## src/rtl/reg_wb_pkg.sv

```systemverilog
// Shared types and constants for the register writeback queue.
// Latency: none (declarations only).
// Backpressure: not applicable.
package reg_wb_pkg;

    localparam int DATA_W = 8;
    localparam int ADDR_W = 3;

    // Register 0 is hardwired to zero; writes to it are dropped.
    localparam logic [ADDR_W-1:0] REG_ZERO = '0;

    typedef struct packed {
        logic [ADDR_W-1:0] rd;
        logic [DATA_W-1:0] data;
    } wb_entry_t;

endpackage

```

## src/rtl/wb_fifo.sv

```systemverilog
// Circular buffer of writeback entries; exposes storage and valid bits for lookup.
// Latency: a pushed entry is visible at the head one cycle after the push edge.
// Backpressure: pushes are ignored when full and pops are ignored when empty.
module wb_fifo
    import reg_wb_pkg::*;
#(
    parameter int DEPTH = 4,
    parameter int CNT_W = ADDR_W + 1
) (
    input  logic                     clk,
    input  logic                     reset,
    input  logic                     push,
    input  wb_entry_t                push_entry,
    input  logic                     pop,
    output logic [CNT_W-1:0]         count,
    output logic [$clog2(DEPTH)-1:0] rd_ptr,
    output wb_entry_t [DEPTH-1:0]    entries,
    output logic [DEPTH-1:0]         valid
);

    localparam int PTR_W = $clog2(DEPTH);

    logic [PTR_W-1:0] wr_ptr;
    logic             do_push;
    logic             do_pop;

    // Guard against overflow and underflow so the pointers stay consistent.
    assign do_push = push && (count != CNT_W'(DEPTH));
    assign do_pop  = pop && (count != '0);

    // Pointers, occupancy, storage and valid bits; pointers wrap naturally.
    always_ff @(posedge clk or posedge reset) begin
        if (reset) begin
            rd_ptr  <= '0;
            wr_ptr  <= '0;
            count   <= '0;
            valid   <= '0;
            entries <= '0;
        end else begin
            if (do_push) begin
                entries[wr_ptr] <= push_entry;
                valid[wr_ptr]   <= 1'b1;
                wr_ptr          <= wr_ptr + 1'b1;
            end
            if (do_pop) begin
                valid[rd_ptr] <= 1'b0;
                rd_ptr        <= rd_ptr + 1'b1;
            end
            if (do_push && !do_pop) begin
                count <= count + 1'b1;
            end else if (do_pop && !do_push) begin
                count <= count - 1'b1;
            end
        end
    end

endmodule

```

## src/rtl/reg_wb_queue.sv

```systemverilog
// Buffers register writebacks, drains one per cycle to the RF write port, scoreboards RS/RT.
// Latency: accepted at edge N into an empty queue -> on the RF port in cycle N+1.
// Backpressure: wb_ready low when full (no pass-through); drain gated by rf_wr_allow.
// Optional build macro REG_WB_FWD_EN adds youngest-entry data forwarding to rs/rt_fwd_data.
module reg_wb_queue
    import reg_wb_pkg::*;
#(
    parameter int DEPTH = 4
) (
    input  logic              clk,
    input  logic              reset,
    input  logic              wb_valid,
    output logic              wb_ready,
    input  logic [ADDR_W-1:0] wb_rd,
    input  logic [DATA_W-1:0] wb_data,
    input  logic              rf_wr_allow,
    output logic              rf_rw,
    output logic [ADDR_W-1:0] rf_rd,
    output logic [DATA_W-1:0] rf_data,
    input  logic [ADDR_W-1:0] rs_addr,
    input  logic [ADDR_W-1:0] rt_addr,
    output logic              rs_pending,
    output logic              rt_pending,
    output logic [DATA_W-1:0] rs_fwd_data,
    output logic [DATA_W-1:0] rt_fwd_data,
    output logic [ADDR_W:0]   count
);

    localparam int CNT_W = ADDR_W + 1;
    localparam int PTR_W = $clog2(DEPTH);

    logic                  push_go;
    logic [CNT_W-1:0]      occ;
    logic [PTR_W-1:0]      rd_ptr;
    wb_entry_t [DEPTH-1:0] entries;
    logic [DEPTH-1:0]      valid;
    wb_entry_t             push_entry;
    wb_entry_t             head;
    logic                  not_empty;

    // Ready is forced low during reset; writes to register 0 complete the handshake but are dropped.
    assign wb_ready   = !reset && (occ != CNT_W'(DEPTH));
    assign push_go    = wb_valid && wb_ready && (wb_rd != REG_ZERO);
    assign push_entry = '{rd: wb_rd, data: wb_data};

    wb_fifo #(
        .DEPTH (DEPTH),
        .CNT_W (CNT_W)
    ) u_fifo (
        .clk        (clk),
        .reset      (reset),
        .push       (push_go),
        .push_entry (push_entry),
        .pop        (rf_rw),
        .count      (occ),
        .rd_ptr     (rd_ptr),
        .entries    (entries),
        .valid      (valid)
    );

    // Head drives the RF port directly; zeroed when empty so idle cycles show clean values.
    assign head      = entries[rd_ptr];
    assign not_empty = (occ != '0);
    assign rf_rw     = not_empty && rf_wr_allow;
    assign rf_rd     = not_empty ? head.rd   : REG_ZERO;
    assign rf_data   = not_empty ? head.data : '0;
    assign count     = occ;

    // Pending flags: any live entry targeting the operand, the head included while it drains.
    always_comb begin
        rs_pending = 1'b0;
        rt_pending = 1'b0;
        for (int i = 0; i < DEPTH; i++) begin
            if (valid[i] && (entries[i].rd == rs_addr) && (rs_addr != REG_ZERO)) begin
                rs_pending = 1'b1;
            end
            if (valid[i] && (entries[i].rd == rt_addr) && (rt_addr != REG_ZERO)) begin
                rt_pending = 1'b1;
            end
        end
    end

`ifdef REG_WB_FWD_EN
    logic [PTR_W-1:0] idx;

    // Walk oldest to youngest from the head so the last match is the youngest write.
    always_comb begin
        rs_fwd_data = '0;
        rt_fwd_data = '0;
        idx         = rd_ptr;
        for (int i = 0; i < DEPTH; i++) begin
            idx = rd_ptr + PTR_W'(i);
            if (valid[idx] && (entries[idx].rd == rs_addr) && (rs_addr != REG_ZERO)) begin
                rs_fwd_data = entries[idx].data;
            end
            if (valid[idx] && (entries[idx].rd == rt_addr) && (rt_addr != REG_ZERO)) begin
                rt_fwd_data = entries[idx].data;
            end
        end
    end
`else
    // Without forwarding the core stalls on the pending flags instead.
    assign rs_fwd_data = '0;
    assign rt_fwd_data = '0;
`endif

endmodule
```

## config.mk

```make
export PLATFORM = sky130hd
export DESIGN_NAME = reg_wb_queue
export DESIGN_NICKNAME = d
export VERILOG_FILES = /design/src/rtl/reg_wb_pkg.sv /design/src/rtl/wb_fifo.sv /design/src/rtl/reg_wb_queue.sv
export SDC_FILE = /design/constraint.sdc
export NUM_CORES = 1
export LEC_CHECK = 0
export ABC_AREA = 1
export CAP_MARGIN = 20
export CORE_MARGIN = 10
export CORE_UTILIZATION = 30
export CTS_BUF_LIST = sky130_fd_sc_hd__clkbuf_8
export DETAILED_ROUTE_END_ITERATION = 8
export PLACE_DENSITY = 0.58
export SLEW_MARGIN = 5
export SYNTH_ARGS = -nofsm -noshare
export SYNTH_HDL_FRONTEND = slang
export SYNTH_SLANG_ARGS = --single-unit
```

## constraint.sdc

```tcl
create_clock -name clk -period 3.9 [get_ports clk]
set_input_delay 0.39 -clock clk [delete_from_list [all_inputs] [get_ports clk]]
set_output_delay 0.39 -clock clk [all_outputs]
set_load 0.02 [all_outputs]
```

==> summary.md, run 1 <==
| Metric | Value |
|---|---|
| Status | `complete, no violations` |
| CP Launch Type | `flop` |
| Clock transition at path regs | `0.10 ns` |
| First-pass GRT wire length | `13,600 um` |
| FILL cells | `1,170` |
| Area delta synth->final | `13.9%` |
| Complex-gate fraction of the synthesized area | `15.7%` |
| RSZ-0062 raised after global routing | `no` |
| Post-CTS setup buffers | `0` |
| # rows | `38` |
| I/O Pins | `56` |
| Worst Hold Class | `flop to flop` |
| Final setup violation count | `0` |
| Final #Nets | `between 500 and 600` |
| Port Buffers | `39` |
| Syn avg cell area | `between 7 and 8 um^2` |
| CTS tree | `yes` |
| Static leakage | `~1.9 nW` |
| Residual DRC count | `0` |
| Critical-path top delay cell | `dfrtp_1` |
| Fraction of layout cells with a size suffix above 1 | `5.81%` |
| Met1 usage | `12.7%` |
| Hold Violations, Final | `0` |
| Clock buffer depth | `2` |
| Final Cycle Share | `77.4%` |
| GR peak layer | `met2` |
| Final Max Tran Viols | `0` |
| # Max-Cap Violations | `0` |
| DP Wirelength | `5830 um` |
| H-tree levels | `2` |
| Post-synthesis xor/xnor area fraction | `1.56%` |
| Critical path type | `flop to output pin` |
| WHS | `between 0.4 and 0.5 ns` |
| Largest net degree at the start of global routing | `42` |
| Iter 0 DRT Violations | `between 150 and 200` |
| CTS resizes | `0` |
| Core area | `0.0109 mm^2` |
| Grt ovf | `0` |
| Mapped Area | `0.00337 mm^2` |
| Synth Area in Adders | `around 4.7%` |
| Num CTS Buffers | `5` |
| Setup_tns | `0 ns` |
| GRT Total Usage | `10.1%` |
| Max-slew headroom | `43.6%` |
| Die ar. | `around 0.016 mm^2` |
| Fmax | `331 MHz` |
| Buf+Inv Stages, Crit Path | `2` |
| Minimum clock period after layout | `3.02 ns` |
| Power density over the cells | `796 mW/mm^2` |
| Final WL | `8140 um` |
| Crit-path leading delay family | `buffers and inverters` |
| Largest family of logic cells by synthesized area | `simple AND/OR/NAND/NOR gates` |
| Arr. time, crit path | `2.63 ns` |
| Synthesis-stage register bit count | `56` |
| Count of different cell masters after synthesis | `25` |
| Initial core utilization | `30.8%` |
| Crit path largest cell delay | `0.72 ns` |
| Post-DRT Antenna Nets | `0` |
| RePlAce Congestion | `0.822` |
| DRT Pass-1 Iters | `5` |
| Global Route met2 Usage | `16.7%` |
| Clock sink count | `56` |
| Worst endpoint required time | `3.51 ns` |
| GR Util met3 | `under 10%` |
| Vias in the first global route | `between 2k and 3k` |
| Via/cell ratio | `4.55` |
| Clk_lat worst skew | `0.31 ns` |
| CP max FO | `14` |
| Post-synthesis mux area share | `0%` |
| # diodes | `0` |
| Mapped Cells | `453` |
| Post-Route Skew | `0.00961 ns` |
| Worst ir drop on vdd | `0.000302 V` |
| Simple-gate share of the synthesized area | `24.2%` |
| Worst setup EP type | `output pin` |
| WL per Instance | `13.1 um` |
| Die W | `between 100 and 150 um` |
| Hold_buf cts | `0` |
| Initial antenna violation count | `0` |
| Via count | `about 2.8k` |
| Clock root cell | `clkbuf_8` |
| Synth warn | `0` |
| CP Cell Sequence | `inv_1 > a21oi_1 > o21ai_0 > a21oi_1 > clkdlybuf4s50_1` |
| Worst slew pin tran | `0.845 ns` |
| Sequential element share of the synthesized area | `41.6%` |
| CP dominant cell by count | `a21oi_1` |
| DIE HEIGHT | `126 um` |
==> kinds of logic (layout without fill, tap and decap cells) <==
kind of cell	after synthesis	after routing
DFF	56	56
AOI/OAI and AO/OA	93	93
buffers and inverters	77	91
and+or+nand+nor	208	208
xor gates and xnor gates	6	6
adders and majority gates	12	12
other	1	16
==> path summary, 6_finish.rpt <==
kind                       depth (start not counted)                 end          startpoint  slack (ns)
hold reg to reg                                    2  u_fifo.entries[14]  u_fifo.entries[14]        0.49
setup reg to reg                                  12     u_fifo.count[3]     u_fifo.count[0]        1.62
min in group asynchronous                          2     u_fifo.count[2]               reset        0.65
max in group asynchronous                          3  u_fifo.entries[21]               reset        2.51
hold / removal                                     2  u_fifo.entries[14]  u_fifo.entries[14]        0.49
setup / recovery                                   5            rf_rd[2]    u_fifo.rd_ptr[1]        0.88
==> layer usage <==
layer	vias up	part of all wire [%]
li1	1446	-
met1	1305	45
met2	68	46
met3	14	6.4
met4	0	1.9
met5	-	0
==> cell usage in the layout (no fill, tap or decap), drive strengths merged <==
cell and count:
inv 43, nand2 137, nand3 5, clkinvlp 1, dfrtp 56, clkdlybuf4s50 39
nor3 2, xor2 3, nor2 64, o21ai 69, clkbuf 5, conb 16
buf 2, fa 1, clkinv 1, a21boi 5, xnor2 3, ha 11
a21oi 19
==> cells in the mapped netlist <==
cell type	number	area, um^2
nand2_1	137	514
nor2_1	62	233
dfrtp_1	56	1400
inv_1	43	161
o21ai_1	34	170
o21ai_0	25	125
a21oi_1	18	90.1
buf_4	16	120
ha_1	11	138
o21ai_2	10	87.6
buf_6	8	90.1
clkbuf_1	8	30.0
a21boi_0	4	30.0
nand3_2	4	40.0
xnor2_1	3	26.3
xor2_1	3	26.3
nor2_2	2	12.5
nor3_1	2	10.0
a21boi_2	1	11.3
a21oi_4	1	16.3
buf_1	1	3.75
buf_2	1	5.00
conb_1	1	3.75
fa_1	1	20.0
nand3_1	1	5.00
==> area by class of cell <==
| cell class | count | area [um^2] | share of cell area [%] |
|---|---|---|---|
| repair buffers | 41 | 405 | 10.6 |
| flip-flops and latches | 56 | 1400 | 36.5 |
| inverters | 43 | 161 | 4.20 |
| clock buffers | 5 | 68.8 | 1.79 |
| well taps | 140 | 175 | 4.56 |
| clock inverters | 2 | 12.5 | 0.326 |
| multi-input cells | 335 | 1620 | 42.1 |
==> state kept, by name, summed over array words and instances (netlist names) <==
signal / cells
u_fifo.valid: 4
u_fifo.rd_ptr: 2
u_fifo.entries: 44
u_fifo.wr_ptr: 2
u_fifo.count: 4
==> power breakdown <==
group / switching, W / internal (W)
clock: 0.000179 / 0.000122
combinational: 0.000974 / 0.000692
sequential: 0.000234 / 0.000855
total: 0.00139 / 0.00167
==> tightest hold or removal path, stage by stage, from the launching register on <==
cell     delay, ns
dfrtp_1       0.35
nand2_1       0.06
o21ai_2       0.05
==> metrics by stage <==
| stage | setup WS [ns] | power [W] | cells | area, um^2 | util [%] |
|---|---|---|---|---|---|
| floorplan | 1.64 | 0.00220 | 468 | 3430 | - |
| global placement | 1.22 | 0.00274 | 615 | 3760 | 34.4 |
| detailed placement | 1.20 | 0.00278 | 615 | 3760 | 34.4 |
| CTS | 0.885 | 0.00309 | 622 | 3840 | 35.1 |
| global route | 0.681 | 0.00337 | 622 | 3840 | 35.1 |
| finish | 0.880 | 0.00306 | 622 | 3840 | 35.1 |
Power figures use the tool's default switching activity.
==> run 2, diff against run 1 <==
PLACE_DENSITY = 0.6   (was 0.58)
clock period = 2.6 ns   (was 3.9 ns; I/O delays follow)
==> run 2 against run 1 <==
Compared with the run above:
- sequential power rose by 48%
- total power grew 54%
- clock skew shrank 0.0011 ns
- die area unchanged
- register-to-register slack got worse by 1.1 ns
- combinational power grew 57%
- first-iteration DRC count fell by 19%
- non-clock buffer count increased by 11
- sequential cell count did not move
- largest cell class unchanged
- largest power group unchanged
- highest routed layer unchanged
==> summary.md, run 2 (synthesized netlist as in run 1, its figures left out) <==
| Metric | Value |
|---|---|
| Status | `complete, no violations` |
| R2R Path End | `u_fifo.count[3]` |
| Worst reg-to-reg path cell count | `11` |
| Vias in the first global route | `2,795` |
| Residual DRC count | `0` |
| Worst ir drop on vdd | `roughly 0.00056 V` |
| Worst endpoint required time | `~2.3 ns` |
| Worst Hold Class | `flop to flop` |
| Clk_lat worst skew | `0.30 ns` |
| Largest net degree at the start of global routing | `57` |
| Biggest register | `u_fifo.entries` |
| Initial antenna violation count | `0` |
| Final WL | `about 8400 um` |
| # rows | `38` |
| # Max-Cap Violations | `0` |
| Multi-input gate area | `0.00162 mm^2` |
| FILL cells | `1,199` |
| Port Buffers | `39` |
| Static leakage | `roughly 2.0 nW` |
| I/O Pins | `56` |
| GRT Total Usage | `approximately a tenth` |
| Via count | `2,839` |
| Commonest cells after routing, fill and taps aside | `nand2_1 (137), nor2_1 (62), dfrtp_1 (56)` |
| Die ar. | `0.0159 mm^2` |
| Iter 0 DRT Violations | `between 150 and 200` |
| Clock sink count | `between 50 and 60` |
| Post-Place Worst Slack | `between 0.15 and 0.2 ns` |
| Core area | `0.0109 mm^2` |
| Critical path type | `flop to output pin` |
| Arr. time, crit path | `2.19 ns` |
| Setup slack after layout | `0.149 ns` |
| CP startpoint | `u_fifo.rd_ptr[0]` |
| Post-DRT Antenna Nets | `0` |
| Hold Violations, Final | `0` |
| Die W | `126 um` |
| Worst slew pin tran | `0.714 ns` |
| Max reg flops | `44` |
| CP max FO | `24` |
| Final setup violation count | `0` |
| Initial core utilization | `a little under a third` |
| Clock buffer depth | `2` |
| Via/cell ratio | `4.47` |
| Worst setup EP type | `output pin` |
| Post-Route Skew | `0.00853 ns` |
| Most common cell after layout, fill and taps aside | `nand2_1` |
| Area delta synth->final | `17.0%` |
| Fmax | `408 MHz` |
| Setup_tns | `0 ns` |
| CP Launch Type | `flop` |
| Final Max Tran Viols | `0` |
| DP Wirelength | `approximately 5800 um` |
| H-tree levels | `2` |
| DIE HEIGHT | `126 um` |
| Register area | `0.00140 mm^2` |
| Minimum clock period after layout | `2.45 ns` |
| Fraction of layout cells with a size suffix above 1 | `8.48%` |
| CTS tree | `yes` |
| WL per Instance | `13.3 um` |
| First-pass GRT wire length | `13,700 um` |
| R2r setup slk | `0.49 ns` |
| Num CTS Buffers | `5` |
| Clock root cell | `clkbuf_8` |
| Largest regs | `u_fifo.entries (44), u_fifo.count (4), u_fifo.valid (4)` |
| Hold path start | `u_fifo.entries[14]` |
| Max-slew headroom | `between 50 and 60%` |
| Reg-to-reg startpoint | `u_fifo.count[0]` |
| Setup crit end | `rf_data[0]` |
| Power density over the cells | `roughly 1200 mW/mm^2` |
| DRT Pass-1 Iters | `4` |
| Clock transition at path regs | `0.10 ns` |
| Hold_buf cts | `0` |
| Final #Nets | `527` |
| RSZ-0062 raised after global routing | `no` |
| Grt ovf | `0` |
| Final Cycle Share | `94.3%` |
| RePlAce Congestion | `0.830` |
| # diodes | `0` |
-- run 2: changes by cell type in the layout (fill, tap and decap cells not counted) --
cell        before  now
inv_1           42   41
buf_4            2   13
clkinv_2         1    2
clkbuf_8         5    6
clkinvlp_2       0    1
-- run 2: repair_timing --
item	in CTS	in global routing
gates cloned	0	1
endpoints found under the setup margin	1	4
setup buffers	0	3
resized for setup	1	0
-- run 2: power breakdown --
| part | switching [W] | internal (W) | total, W |
|---|---|---|---|
| Combinational | 0.00152 | 0.00110 | 0.00262 |
| Clock | 0.000271 | 0.000213 | 0.000485 |
| Sequential | 0.000327 | 0.00128 | 0.00161 |
| Total | 0.00211 | 0.00260 | 0.00471 |
-- run 2: cell type report --
type                       count  share of cell area [%]
tap                          140                    4.44
sequential                    56                    35.5
clock inverter                 2                   0.254
multi-input combinational    335                    41.0
timing repair buffer          52                    12.4
clock buffer                   6                    2.09
inverter                      43                    4.19
timing repair inverter         1                   0.127
-- run 2: routing by layer --
| metal | GRT usage [%] | vias up | share of wire [%] |
|---|---|---|---|
| met5 | 0 | - | 0 |
| met4 | 2.21 | 0 | 0.69 |
| met3 | 2.77 | 4 | 5.0 |
| met2 | 17.2 | 56 | 46 |
| met1 | 13.0 | 1306 | 48 |
| li1 | - | 1473 | - |
-- run 2: worst max-delay path: stages (launching register included) --
cell	delay, ns
dfrtp_1	0.47
buf_4	0.31
nor2_1	0.09
nor2_1	0.09
o21ai_0	0.09
a21oi_1	0.19
clkdlybuf4s50_1	0.64
-- run 2: how the worst min path moves through the flow --
stage               slack, ns            endpoint  cells after the start
CTS                      0.49  u_fifo.entries[14]                      2
global route             0.51  u_fifo.entries[33]                      2
detailed placement       0.46  u_fifo.entries[14]                      2
floorplan                0.45  u_fifo.entries[17]                      2
global placement         0.46  u_fifo.entries[13]                      2
finish                   0.48  u_fifo.entries[14]                      2
-- run 2: stage by stage --
| stage | utilization (%) | hold WS (ns) | cell area (um^2) | instances | total power (W) |
|---|---|---|---|---|---|
| finish | 36.1 | 0.483 | 3940 | 635 | 0.00471 |
| floorplan | - | 0.448 | 3430 | 468 | 0.00330 |
| global route | 36.1 | 0.513 | 3940 | 635 | 0.00517 |
| CTS | 35.8 | 0.489 | 3920 | 631 | 0.00472 |
| global placement | 34.9 | 0.463 | 3820 | 623 | 0.00416 |
| detailed placement | 34.9 | 0.465 | 3820 | 623 | 0.00422 |
==> run 3, diff against run 2 <==
CORE_UTILIZATION = 50   (was 30)
PLACE_DENSITY = 0.87   (was 0.6)
==> run 3 against run 2 <==
Compared with the run above:
- sequential power is essentially flat
- global-route usage is 5.3 points higher
- via count increased by 2.9%
- count of clock-buffer cells in the layout is 1 lower
- sequential share of layout area grew 0.89 points
- combinational power is 2% lower
==> summary.md, run 3 (synthesized netlist as in run 1, its figures left out) <==
| Metric | Value |
|---|---|
| RSZ-0062 raised after global routing | `no` |
| Via/cell ratio | `approximately 5.2` |
| CP Cell Sequence | `clkinvlp_4 > buf_4 > a21oi_1 > o21ai_0 > a21oi_1 > clkdlybuf4s50_1` |
| Status | `complete, no violations` |
| Minimum clock period after layout | `~2.5 ns` |
| # diodes | `0` |
| Final setup violation count | `0` |
| Combinational share of power | `53.7%` |
| Utilization after layout | `59.6%` |
| GRT Total Usage | `15.6%` |
| Multi-input gate area | `0.00162 mm^2` |
| Clock sink count | `56` |
| Die W | `102 um` |
| Switch share | `44.5%` |
| Final WL | `7850 um` |
| Largest regs | `u_fifo.entries (44), u_fifo.count (4), u_fifo.valid (4)` |
| Initial antenna violation count | `0` |
| Placed Instances | `556` |
| Clk_lat worst skew | `0.32 ns` |
| Post-Place Worst Slack | `about 0.18 ns` |
| Worst reg-to-reg path cell count | `12` |
| DRT Pass-1 Iters | `4` |
| Core area | `0.00646 mm^2` |
| Post-DRT Antenna Nets | `0` |
| Biggest register | `u_fifo.entries` |
| Grt ovf | `0` |
| Num CTS Buffers | `5` |
| Worst slew pin tran | `0.565 ns` |
| CTS tree | `yes` |
| Worst ir drop on vdd | `0.000703 V` |
| RePlAce Congestion | `0.850` |
| First-pass GRT wire length | `roughly 13,000 um` |
| Final Cycle Share | `95.1%` |
| WL per Instance | `about 14 um` |
| H-tree levels | `2` |
| Reg-to-reg startpoint | `u_fifo.count[0]` |
| Area delta synth->final | `14.2%` |
| Fmax | `405 MHz` |
| Worst Hold Class | `input pin to asynchronous set/reset pin` |
| Max-slew headroom | `62.3%` |
| Die ar. | `0.0104 mm^2` |
| Worst endpoint required time | `approximately 2.3 ns` |
| I/O Pins | `56` |
| CP dominant cell by count | `a21oi_1` |
| Power density over the cells | `approximately 1200 mW/mm^2` |
| Arr. time, crit path | `2.21 ns` |
| Iter 0 DRT Violations | `204` |
| # rows | `29` |
| Final #Nets | `between 500 and 600` |
| Via count | `2,920` |
| Largest net degree at the start of global routing | `25` |
| R2R Path End | `u_fifo.count[3]` |
| Crit path largest cell delay | `0.64 ns` |
| Final Max Tran Viols | `0` |
| Hold_buf cts | `0` |
| Final Non-Filler Cells | `566` |
| Worst setup EP type | `output pin` |
| Net Sw Power | `0.00214 W` |
| Vias in the first global route | `2,932` |
| Sequential Power Share | `34.1%` |
| Critical path type | `flop to output pin` |
| Critical-path top delay cell | `clkdlybuf4s50_1` |
| Hold Violations, Final | `0` |
| Setup_tns | `0 ns` |
| FILL cells | `554` |
| # Max-Cap Violations | `0` |
| R2r setup slk | `around 0.32 ns` |
| Static leakage | `between 1.5 and 2 nW` |
| Post-Route Skew | `between 0.01 and 0.015 ns` |
| Register area | `0.00140 mm^2` |
| CP max FO | `9` |
| Clock transition at path regs | `0.11 ns` |
| DIE HEIGHT | `just over 100 um` |
| Clock buffer depth | `2` |
| Internal Power | `0.00266 W` |
| DP Wirelength | `5540 um` |
| Port Buffers | `39` |
| Fraction of layout cells with a size suffix above 1 | `7.77%` |
| Most common cell after layout, fill and taps aside | `nand2_1` |
| Initial core utilization | `~52%` |
| Commonest cells after routing, fill and taps aside | `nand2_1 (137), nor2_1 (62), dfrtp_1 (55)` |
| Clock root cell | `clkbuf_8` |
| Proportion of power drawn by the clock network | `12.1%` |
| CP Launch Type | `flop` |
| Residual DRC count | `0` |
| Max reg flops | `44` |
| Setup slack after layout | `0.128 ns` |
==> run 3: cell count changes in the layout (fill, tap and decap cells not counted), sizes merged <==
cell / previous run / this run
bufinv: 0 / 1
clkbuf: 6 / 5
buf: 13 / 8
inv: 42 / 41
==> run 3: through the flow <==
step | hold WS (ns) | area [um^2] | total power, W
after floorplan | 0.448 | 3430 | 0.00330
after global placement | 0.459 | 3710 | 0.00408
after detailed placement | 0.463 | 3710 | 0.00417
after CTS | 0.365 | 3840 | 0.00480
after global routing | 0.370 | 3850 | 0.00524
final | 0.347 | 3850 | 0.00480
==> run 3: worst max-delay path, delay by kind of cell, from the launching register on <==
family | cells | cell delay, ns
AOI/OAI and AO/OA | 3 | 0.42
buffers and inverters | 3 | 0.95
DFF | 1 | 0.52
==> run 3: how the worst max path moves through the flow <==
stage | slack [ns] | cells after the start | from | to
after global placement | 0.27 | 10 | rt_addr[1] | rt_pending
after floorplan | 0.34 | 12 | u_fifo.count[0] | u_fifo.count[3]
after CTS | 0.002 | 6 | u_fifo.rd_ptr[1] | rf_rd[1]
after global routing | 0.04 | 6 | u_fifo.rd_ptr[1] | rf_data[3]
final | 0.13 | 6 | u_fifo.rd_ptr[1] | rf_rd[1]
after detailed placement | 0.18 | 13 | wb_rd[0] | u_fifo.count[3]
==> run 3: what timing repair did <==
action	in CTS	in global routing
buffers inserted	2	0
setup endpoints to repair	2	11
pin swaps	0	0
gates resized for setup	1	2
==> run 3: routing by layer <==
layer	vias to the layer above	global-route usage [%]	share of wire, %
met3	11	3.51	7.1
li1	1455	-	-
met5	-	0	0
met1	1366	18.0	42
met2	88	27.7	50
met4	0	5.53	1.4
==> run 3: power by group through the flow <==
| stage | registers, W | logic (W) | clock network [W] |
|---|---|---|---|
| after floorplan | 0.00157 | 0.00173 | 0 |
| after global placement | 0.00161 | 0.00247 | 0 |
| after detailed placement | 0.00163 | 0.00254 | 0 |
| after CTS | 0.00162 | 0.00259 | 0.000587 |
| after global routing | 0.00169 | 0.00292 | 0.000627 |
| final | 0.00164 | 0.00258 | 0.000583 |
==> run 3: layout make-up <==
type                       count  area share, %
tap                           77           2.50
inverter                      43           4.39
timing repair buffer          47           11.7
clock buffer                   5           1.79
clock inverter                 3           1.23
multi-input combinational    335           42.0
sequential                    56           36.4
